`config.mk`:
```
export PLATFORM = sky130hd
export DESIGN_NAME = frame_parser_param
export DESIGN_NICKNAME = d
export VERILOG_FILES = /design/src/rtl/frame_parser_param.sv
export SDC_FILE = /design/constraint.sdc
export NUM_CORES = 1
export LEC_CHECK = 0
export BUFFER_PORTS_ARGS = -buffer_cell sky130_fd_sc_hd__buf_4
export CAP_MARGIN = 20
export CORE_MARGIN = 5
export CORE_UTILIZATION = 57
export DETAILED_ROUTE_END_ITERATION = 8
export GPL_TIMING_DRIVEN = 0
export PLACE_DENSITY_LB_ADDON = 0.2
export SYNTH_ARGS = -nofsm -noshare
export SYNTH_HDL_FRONTEND = slang
export SYNTH_SLANG_ARGS = --single-unit
```
`constraint.sdc`:
```
create_clock -name clk_in -period 2.95 [get_ports clk_in]
set_clock_uncertainty 0.2 [all_clocks]
set_input_delay 0.1475 -clock clk_in [delete_from_list [all_inputs] [get_ports clk_in]]
set_output_delay 0.1475 -clock clk_in [all_outputs]
set_load 0.005 [all_outputs]
```
`src/rtl/frame_parser_param.sv`:
```
// Streaming frame parser: header/channel/payload/CRC/tail framing with an on-the-fly
// CRC-16 check, length limits, a one-entry valid/ready output buffer and statistics.
module frame_parser_param #(
   parameter int unsigned DW        = 16,
   parameter int unsigned MAX_WORDS = 8,
   parameter int unsigned CH_W      = 8,
   parameter logic [15:0] HDR_WORD  = 16'hE0E0,
   parameter logic [15:0] TAIL_WORD = 16'h0E0E,
   parameter logic [15:0] CRC_POLY  = 16'h1021,
   parameter logic [15:0] CRC_INIT  = 16'hFFFF,
   parameter int unsigned LEN_W     = $clog2(MAX_WORDS + 1)
) (
   input  logic                    clk_in,
   input  logic                    rst,
   input  logic                    in_valid,
   input  logic [DW-1:0]           data_in,
   output logic                    out_valid,
   input  logic                    out_ready,
   output logic [MAX_WORDS*DW-1:0] out_data,
   output logic [CH_W-1:0]         out_ch,
   output logic [LEN_W-1:0]        out_len,
   output logic                    crc_err,
   output logic                    len_err,
   output logic                    ovf_err,
   output logic [15:0]             frame_cnt,
   output logic [15:0]             err_cnt
);

   localparam int unsigned   CNT_W = $clog2(MAX_WORDS + 2);
   localparam logic [DW-1:0] HDR   = DW'(HDR_WORD);
   localparam logic [DW-1:0] TAIL  = DW'(TAIL_WORD);

   typedef enum logic [2:0] {S_IDLE, S_HDR2, S_CHAN, S_DATA, S_TAIL2, S_CHECK} state_t;

   state_t                  state;
   logic [CNT_W-1:0]        count;
   logic [15:0]             crc;
   logic [DW-1:0]           pend;
   logic                    pend_vld;
   logic [MAX_WORDS*DW-1:0] store;
   logic [CH_W-1:0]         ch_q;
   logic [LEN_W-1:0]        len_q;
   logic                    ld_q;

   // MSB-first CRC-16 over one full word, no reflection, no final XOR
   function automatic logic [15:0] crc_step(input logic [15:0] c, input logic [DW-1:0] w);
      logic [15:0]   r;
      logic [DW-1:0] d;
      r = c;
      d = w;
      for (int i = 0; i < int'(DW); i++) begin
         if (r[15] ^ d[DW-1]) r = {r[14:0], 1'b0} ^ CRC_POLY;
         else                 r = {r[14:0], 1'b0};
         d = d << 1;
      end
      return r;
   endfunction

   always_ff @(posedge clk_in) begin
      if (rst) begin
         state     <= S_IDLE;
         count     <= '0;
         crc       <= CRC_INIT;
         pend      <= '0;
         pend_vld  <= 1'b0;
         store     <= '0;
         ch_q      <= '0;
         len_q     <= '0;
         ld_q      <= 1'b0;
         out_valid <= 1'b0;
         out_data  <= '0;
         out_ch    <= '0;
         out_len   <= '0;
         crc_err   <= 1'b0;
         len_err   <= 1'b0;
         ovf_err   <= 1'b0;
         frame_cnt <= '0;
         err_cnt   <= '0;
      end else begin
         crc_err <= 1'b0;
         len_err <= 1'b0;
         ovf_err <= 1'b0;
         ld_q    <= 1'b0;

         if (out_valid && out_ready) out_valid <= 1'b0;

         // Accepted frame lands in the buffer the cycle after CHECK
         if (ld_q) begin
            out_valid <= 1'b1;
            out_data  <= store;
            out_ch    <= ch_q;
            out_len   <= len_q;
            frame_cnt <= frame_cnt + 16'd1;
         end

         case (state)
            S_IDLE: begin
               if (in_valid && (data_in == HDR)) state <= S_HDR2;
            end
            S_HDR2: begin
               if (in_valid) state <= (data_in == HDR) ? S_CHAN : S_IDLE;
            end
            S_CHAN: begin
               if (in_valid) begin
                  ch_q     <= data_in[CH_W-1:0];
                  count    <= '0;
                  pend_vld <= 1'b0;
                  store    <= '0;
                  crc      <= CRC_INIT;
                  state    <= S_DATA;
               end
            end
            S_DATA: begin
               if (in_valid) begin
                  if (data_in == TAIL) begin
                     if (count <= CNT_W'(1)) begin
                        len_err <= 1'b1;
                        err_cnt <= err_cnt + 16'd1;
                        state   <= S_IDLE;
                     end else begin
                        len_q <= LEN_W'(count - CNT_W'(1));
                        state <= S_TAIL2;
                     end
                  end else if (count == CNT_W'(MAX_WORDS + 1)) begin
                     len_err <= 1'b1;
                     err_cnt <= err_cnt + 16'd1;
                     state   <= S_IDLE;
                  end else begin
                     // The newest word is held back: at the tail it is the CRC field
                     if (pend_vld) begin
                        crc <= crc_step(crc, pend);
                        for (int k = 0; k < int'(MAX_WORDS); k++) begin
                           if (count == CNT_W'(k + 1)) store[k*DW +: DW] <= pend;
                        end
                     end
                     pend     <= data_in;
                     pend_vld <= 1'b1;
                     count    <= count + CNT_W'(1);
                  end
               end
            end
            S_TAIL2: begin
               if (in_valid) state <= (data_in == TAIL) ? S_CHECK : S_IDLE;
            end
            S_CHECK: begin
               if (pend != DW'(crc)) begin
                  crc_err <= 1'b1;
                  err_cnt <= err_cnt + 16'd1;
               end else if (!out_valid || out_ready) begin
                  ld_q <= 1'b1;
               end else begin
                  ovf_err <= 1'b1;
                  err_cnt <= err_cnt + 16'd1;
               end
               state <= S_IDLE;
            end
            default: state <= S_IDLE;
         endcase
      end
   end

endmodule
```
# [After elaboration in Yosys (flattened, before gate mapping)]
# Cells that the tools add are included.
[classes] addsub=4 order_cmp=1 n_eq_ne=36 muxes=162 n_bitwise=38 reduce_logical=26
[ops] operator="$mux 16" count=109
[ops] operator="$mux 128" count=5
[ops] operator="$pmux 128 s2" count=1
[ops] operator="$mux 13" count=16
[ops] operator="$pmux 16 s2" count=2
[ops] operator="$reduce_and 7->1" count=8
[ops] operator="$not 3->3" count=16
[ops] operator="$add 16x1->16 const B" count=2
[ops] operator="$ne 2x2->1 const B" count=16
[ops] operator="$mux 3" count=9
[ops] operator="$eq 16x12->1 const B" count=1
[ops] operator="$eq 16x16->1 const B" count=1
[ops] operator="$eq 4x3->1 const B" count=4
[ops] operator="$mux 4" count=4
[ops] operator="$ne 16x16->1" count=1
[ops] operator="$xor 1x1->1" count=16
[ops] operator="$pmux 3 s5" count=1
[ops] operator="$mux 1" count=12
[ops] operator="$reduce_and 6->1" count=2
[ops] operator="$reduce_and 5->1" count=2
[ops] operator="$ne 3x3->1 const B" count=3
[ops] operator="$eq 4x2->1 const B" count=2
[ops] operator="$eq 4x4->1 const B" count=2
[ops] operator="$pmux 4 s2" count=1
[ops] operator="19 further kinds" count=31
[totals] reg_bits=357 in_bits=20 output_inout_bits=176 word_cells=292

# [Logic depth before layout (Yosys ltp)]
[depth] depth_word=127 ltp_mapped=10

# [Least setup slack after synthesis]
# Ideal clock, no wire load.
[synth_path] path_type="register -> register" start="reg pend[12]" end="reg err_cnt[15]" setup_time_ns=0.123 arrival_ns=1.888 required_time_ns=2.627 setup_slack_ns=0.739 stages_incl_launch_ff=9 path_buffers=1 cell_sequence="dfxtp_1 > xnor2_2 > nand4_1 > nor4_2 > a21o_1 > buf_6 > a21oi_4 > nand4_1 > mux2_1"
[synth_via] elab_chain_cells=3 word_cells_on_any_way=5
[synth_lines] element="start, declared" line_no="38" source="logic [DW-1:0] pend;"
[synth_lines] element="start signal, assigned" line_no="136" source="pend <= data_in;"
[synth_lines] element="$ne 16x16->1 (*)" line_no="146" source="if (pend != DW'(crc)) begin"
[synth_lines] element="$ne 3x3->1 (no source line) or $mux 16 (tied branches)"
[synth_lines] element="$reduce_and 5->1 (no source line) or $pmux 16 s2 (tied branches)"
[synth_lines] element="end signal, assigned" line_no="126" source="err_cnt <= err_cnt + 16'd1;"
[synth_lines] element="end signal, assigned" line_no="148" source="err_cnt <= err_cnt + 16'd1;"
[synth_lines] element="end signal, assigned" line_no="153" source="err_cnt <= err_cnt + 16'd1;"
[synth_lines] element="end, declared" line_no="26" source="output logic [15:0] err_cnt"
# Every way passes the cells marked *; elsewhere a longest branch is shown, timed or not.
# A chain may end at the register's enable or synchronous reset.

# [Final worst setup path]
[layout_path] start="in data_in[13]" end="reg store[61]"
[layout_via] elab_chain_cells=3
[layout_lines] element="start, declared" line_no="16" source="input logic [DW-1:0] data_in,"
[layout_lines] element="$eq 16x12->1" line_no="115" source="if (data_in == TAIL) begin"
[layout_lines] element="$ne 2x2->1 (no source line)"
[layout_lines] element="$reduce_and 7->1 (no source line)"
[layout_lines] element="end signal, assigned by index" line_no="133" source="if (count == CNT_W'(k + 1)) store[k*DW +: DW] <= pend;"
[layout_lines] element="end, declared" line_no="40" source="logic [MAX_WORDS*DW-1:0] store;"
# No other way between the ends.

==> impl_table.tex <==
\begin{tabular}{lr}
\hline
Metric & Value \\
\hline
\multicolumn{2}{l}{\textbf{Power}} \\
Worst VDD drop & 0.000448 V \\
Total internal power & 7.85 mW \\
Fraction of power spent switching nets & 20.8\% \\
Power share of the sequential group & 48.7\% \\
Power Dens Cells & 568 nW/um\^{}2 \\
Leakage component of the power & 7.59 nW \\
Portion of total power attributed to the clock network & 48.4\% \\
Tot Pwr & 9.91 mW \\
Combinational fraction of design power & 2.9\% \\
Switch Pwr & 2.06 mW \\
\multicolumn{2}{l}{\textbf{Floorplan}} \\
Die Span Y & 167 um \\
I/O pin cnt & 196 \\
Die area & 28000 sq um \\
Starting density of the core & 58.0\% \\
Area of the placeable core & 24300 sq um \\
Count of standard-cell rows & 57 \\
Chip width & 167 um \\
\multicolumn{2}{l}{\textbf{Yosys}} \\
Leading area contributor after synthesis & sky130\_fd\_sc\_hd\_\_dfxtp\_1 \\
Sequential fraction of the synthesis area & 50.7\% \\
Adder-cell share of the synthesized area & 0.621\% \\
Number of cells produced by synthesis & 1431 \\
Combinational family with the most area after synthesis & multiplexers \\
Synth Flop Type & sky130\_fd\_sc\_hd\_\_dfxtp\_1 \\
Area contributors post-synth & sky130\_fd\_sc\_hd\_\_dfxtp\_1 (51\%), sky130\_fd\_sc\_hd\_\_mux2i\_1 (19\%), sky130\_fd\_sc\_hd\_\_nor2\_1 (8.7\%) \\
Synthesized area & 14100 sq um \\
Post-Synthesis Net Count & 1458 \\
Area fraction in and, or, nand and nor cells after synthesis & 15.6\% \\
Count of state elements after synthesis & 357 \\
Portion of netlist area occupied by mux cells & 19.3\% \\
Async set or reset register ratio after synthesis & 0\% \\
Count of different cell masters after synthesis & 64 \\
Post-synthesis xor/xnor area fraction & 5.70\% \\
Average footprint of a synthesized cell & 9.86 sq um \\
Yosys Warn Count & 0 \\
EDFF count, synth & 0 \\
Compound-Gate Fraction of Synth Area & 4.84\% \\
Top-area cell type share of the netlist area & 50.7\% \\
\multicolumn{2}{l}{\textbf{Worst setup path}} \\
Worst reg2reg startpoint & count[1] \\
CP max stage cell & sky130\_fd\_sc\_hd\_\_dlygate4sd3\_1 \\
Reg2Reg Depth & 10 \\
Sequence of cells on the critical path & dlygate4sd3\_1 -> buf\_4 -> nor4b\_2 -> nand4\_1 -> nand2\_1 -> a21oi\_1 -> buf\_4 -> nand2\_2 -> buf\_4 -> mux2i\_1 -> nor2\_1 \\
Crit end category & register \\
WP data required & 3.15 ns \\
Arrival time of the worst setup path & 2.92 ns \\
Critical path's top delay family & simple AND/OR/NAND/NOR gates \\
Largest fanout on the critical path & 10 \\
Number of buffers and inverters on the critical path & 4 \\
Reg2reg setup slack & 0.23 ns \\
Top cell by count, worst path & sky130\_fd\_sc\_hd\_\_buf\_4 \\
Critical setup path kind & in2reg \\
Depth of the critical timing path with buffers and inverters included & 11 \\
Worst Setup Start Kind & input port \\
Setup crit end & store[61] \\
Slowest Stage Delay on Critical Path & 0.55 ns \\
Crit path launch & data\_in[13] \\
Reg2Reg Capture Point & store[61] \\
\multicolumn{2}{l}{\textbf{Run}} \\
Maxcap violations & 0 \\
\multicolumn{2}{l}{\textbf{Clock network}} \\
TritonCTS buffer count & 37 \\
Deepest clock path buffer count & 3 \\
Clock transition at the register clock pins on the worst setup and hold paths after CTS & 0.06 ns \\
Clock root buffer & sky130\_fd\_sc\_hd\_\_clkbuf\_16 \\
CTS tree & done \\
Number of sinks handled by clock tree synthesis & 357 \\
\# H-tree levels & 2 \\
Worst-Skew Late Latency & 0.52 ns \\
\multicolumn{2}{l}{\textbf{Global route}} \\
GRT Overall Usage & 26.4\% \\
Initial antenna violation count & 0 \\
Wire length of the first global-routing pass & 59.5 mm \\
Number of global-route vias before repair & 10.7k \\
GR Overflow Total & 0 \\
Pin count of the biggest net entering global routing & 16 \\
\multicolumn{2}{l}{\textbf{Route}} \\
Number of vias per cell & 5.44 \\
Average routed wire per standard cell & 18.9 um \\
Iteration-0 DRC Markers & 942 \\
First drt pass iteration count & 5 \\
Total Routed Length & 38.4 mm \\
Count of unresolved DRC violations after routing & 0 \\
Antenna-violating nets left & 0 \\
Via count & 11.1k \\
\multicolumn{2}{l}{\textbf{Cells and area}} \\
Number of diodes & 0 \\
Finished Core Util & 71.7\% \\
Commonest non-fill, non-tap cell in the layout & sky130\_fd\_sc\_hd\_\_dfxtp\_1 \\
Fraction of layout instances using a drive strength above 1 & 18.4\% \\
Number of nets in the layout & 1710 \\
Area of the multi-input gates & 6510 sq um \\
Count of placed standard cells in the final layout, fillers left out & 2034 \\
Top library cells by usage in the layout, fill and taps aside & sky130\_fd\_sc\_hd\_\_dfxtp\_1 (357), sky130\_fd\_sc\_hd\_\_nor2\_1 (328), sky130\_fd\_sc\_hd\_\_mux2i\_1 (271), sky130\_fd\_sc\_hd\_\_buf\_4 (201), sky130\_fd\_sc\_hd\_\_nand2\_1 (80) \\
Register area & 7150 sq um \\
Relative area change from synthesis to final layout & 23.6\% \\
FILL cells & 1818 \\
\multicolumn{2}{l}{\textbf{Status}} \\
Outcome & complete, no violations \\
\multicolumn{2}{l}{\textbf{STA}} \\
Setup repair after global routing missed its margin & false \\
Worst slew pin tran & 0.999 ns \\
Worst rel slew slack & 33.4\% \\
Slew Limit Fails & 0 \\
Setup tns final & 0 ns \\
Highest clock rate & 0.368 GHz \\
Time the worst path needs with I/O delays and setup & 2.72 ns \\
Final count of negative-setup-slack endpoints & 0 \\
Final period utilization & 92.2\% \\
Final Hold Viols & 0 \\
\multicolumn{2}{l}{\textbf{Placement}} \\
Final HPWL DP & 26.5 mm \\
Placer congestion estimate & 0.925 \\
Number of buffers added on ports & 194 \\
Inst Count DP & 1949 \\
\multicolumn{2}{l}{\textbf{Hold path}} \\
HP Class & reg2reg \\
\hline
\end{tabular}
[worst min path at each step]
stage	start	end	slack, ns	cells after the start
4_1_cts	data_in[15]	pend[15]	0.25	4
3_3_place_gp	data_in[15]	pend[15]	0.21	3
6_report	ch_q[2]	ch_q[2]	0.26	2
2_1_floorplan	data_in[0]	ch_q[0]	0.08	2
5_1_grt	data_in[15]	pend[15]	0.28	4
3_5_place_dp	data_in[15]	pend[15]	0.22	3
[power groups by stage]
| stage | combinational [mW] | clock [mW] | sequential, mW |
|---|---|---|---|
| CTS | 0.282 | 4.85 | 4.83 |
| finish | 0.286 | 4.79 | 4.83 |
| floorplan | 0.167 | 0 | 4.93 |
| global route | 0.305 | 5.05 | 4.83 |
| global placement | 0.256 | 0 | 4.94 |
| detailed placement | 0.259 | 0 | 4.94 |
[area by class of cell]
cell class	count	area share, %
Multi-Input combinational cell	967	37.3
Inverter	9	0.194
Timing Repair Buffer	213	9.44
Tap cell	324	2.32
Buffer	98	2.48
Sequential cell	357	41.0
Clock inverter	13	1.03
Clock buffer	53	6.23
[synth_stat cells (all sizes together) (4+ instances only)]
cell type / number
a21o: 4
nor2b: 5
nand3: 19
nor3: 7
a21oi: 43
nand2b: 5
clkbuf: 65
a211oi: 5
and2: 18
a41o: 5
o21ai: 27
nand2: 86
and3: 5
xnor2: 54
buf: 33
dfxtp: 357
a311oi: 4
nor2: 329
o22a: 4
xor2: 17
ha: 7
nor3b: 5
mux2i: 271
nand4: 14
inv: 8
[through the flow]
step                      worst slack, ns  cell area [sq um]  hold WS (ns)
after floorplan                     0.739              14100        0.0835
after global placement             0.0529              16000         0.214
after detailed placement           0.0986              16000         0.221
after CTS                          0.0343              17400         0.248
after global routing               0.0738              17400         0.277
final                               0.230              17400         0.258
[routing by layer]
metal / wire [um] / global-route usage [%] / part of all wire [%] / vias to the layer above
li1: - / - / - / 5283
met1: 17200 / 36.3 / 45 / 5321
met2: 17600 / 43.2 / 46 / 395
met3: 2610 / 4.24 / 6.8 / 70
met4: 920 / 7.52 / 2.4 / 0
met5: 0 / 0 / 0 / -
[cells by family (layout without fill, tap and decap cells)]
| group | after synthesis | count (layout) |
|---|---|---|
| AOI/OAI and AO/OA | 104 | 104 |
| xor gates and xnor gates | 74 | 74 |
| adders and majority gates | 7 | 7 |
| buffers and inverters | 107 | 386 |
| DFF | 357 | 357 |
| muxes | 272 | 272 |
| and+or+nand+nor | 510 | 510 |
[state kept, by name, indices dropped and copies added, names as in the netlist, 8 cells and up]
name,flops
store,128
crc,16
out_data,128
frame_cnt,16
out_ch,8
err_cnt,16
ch_q,8
pend,16
[worst min-delay path, delay by kind of cell (launching register included)]
family           cells  cell delay (ns)
flip-flops           1             0.31
AND/OR/NAND/NOR      1             0.05
AO/OA/AOI/OAI        1             0.05
[what timing repair did]
item / 4_1_cts / 5_1_grt
resized for setup: 0 / 4
endpoints found under the hold margin: 29 / 0
buffers inserted: 0 / 0
hold buffers: 19 / 0
setup endpoints to repair: 0 / 94
Note: power is estimated with default switching activity, not from simulation.
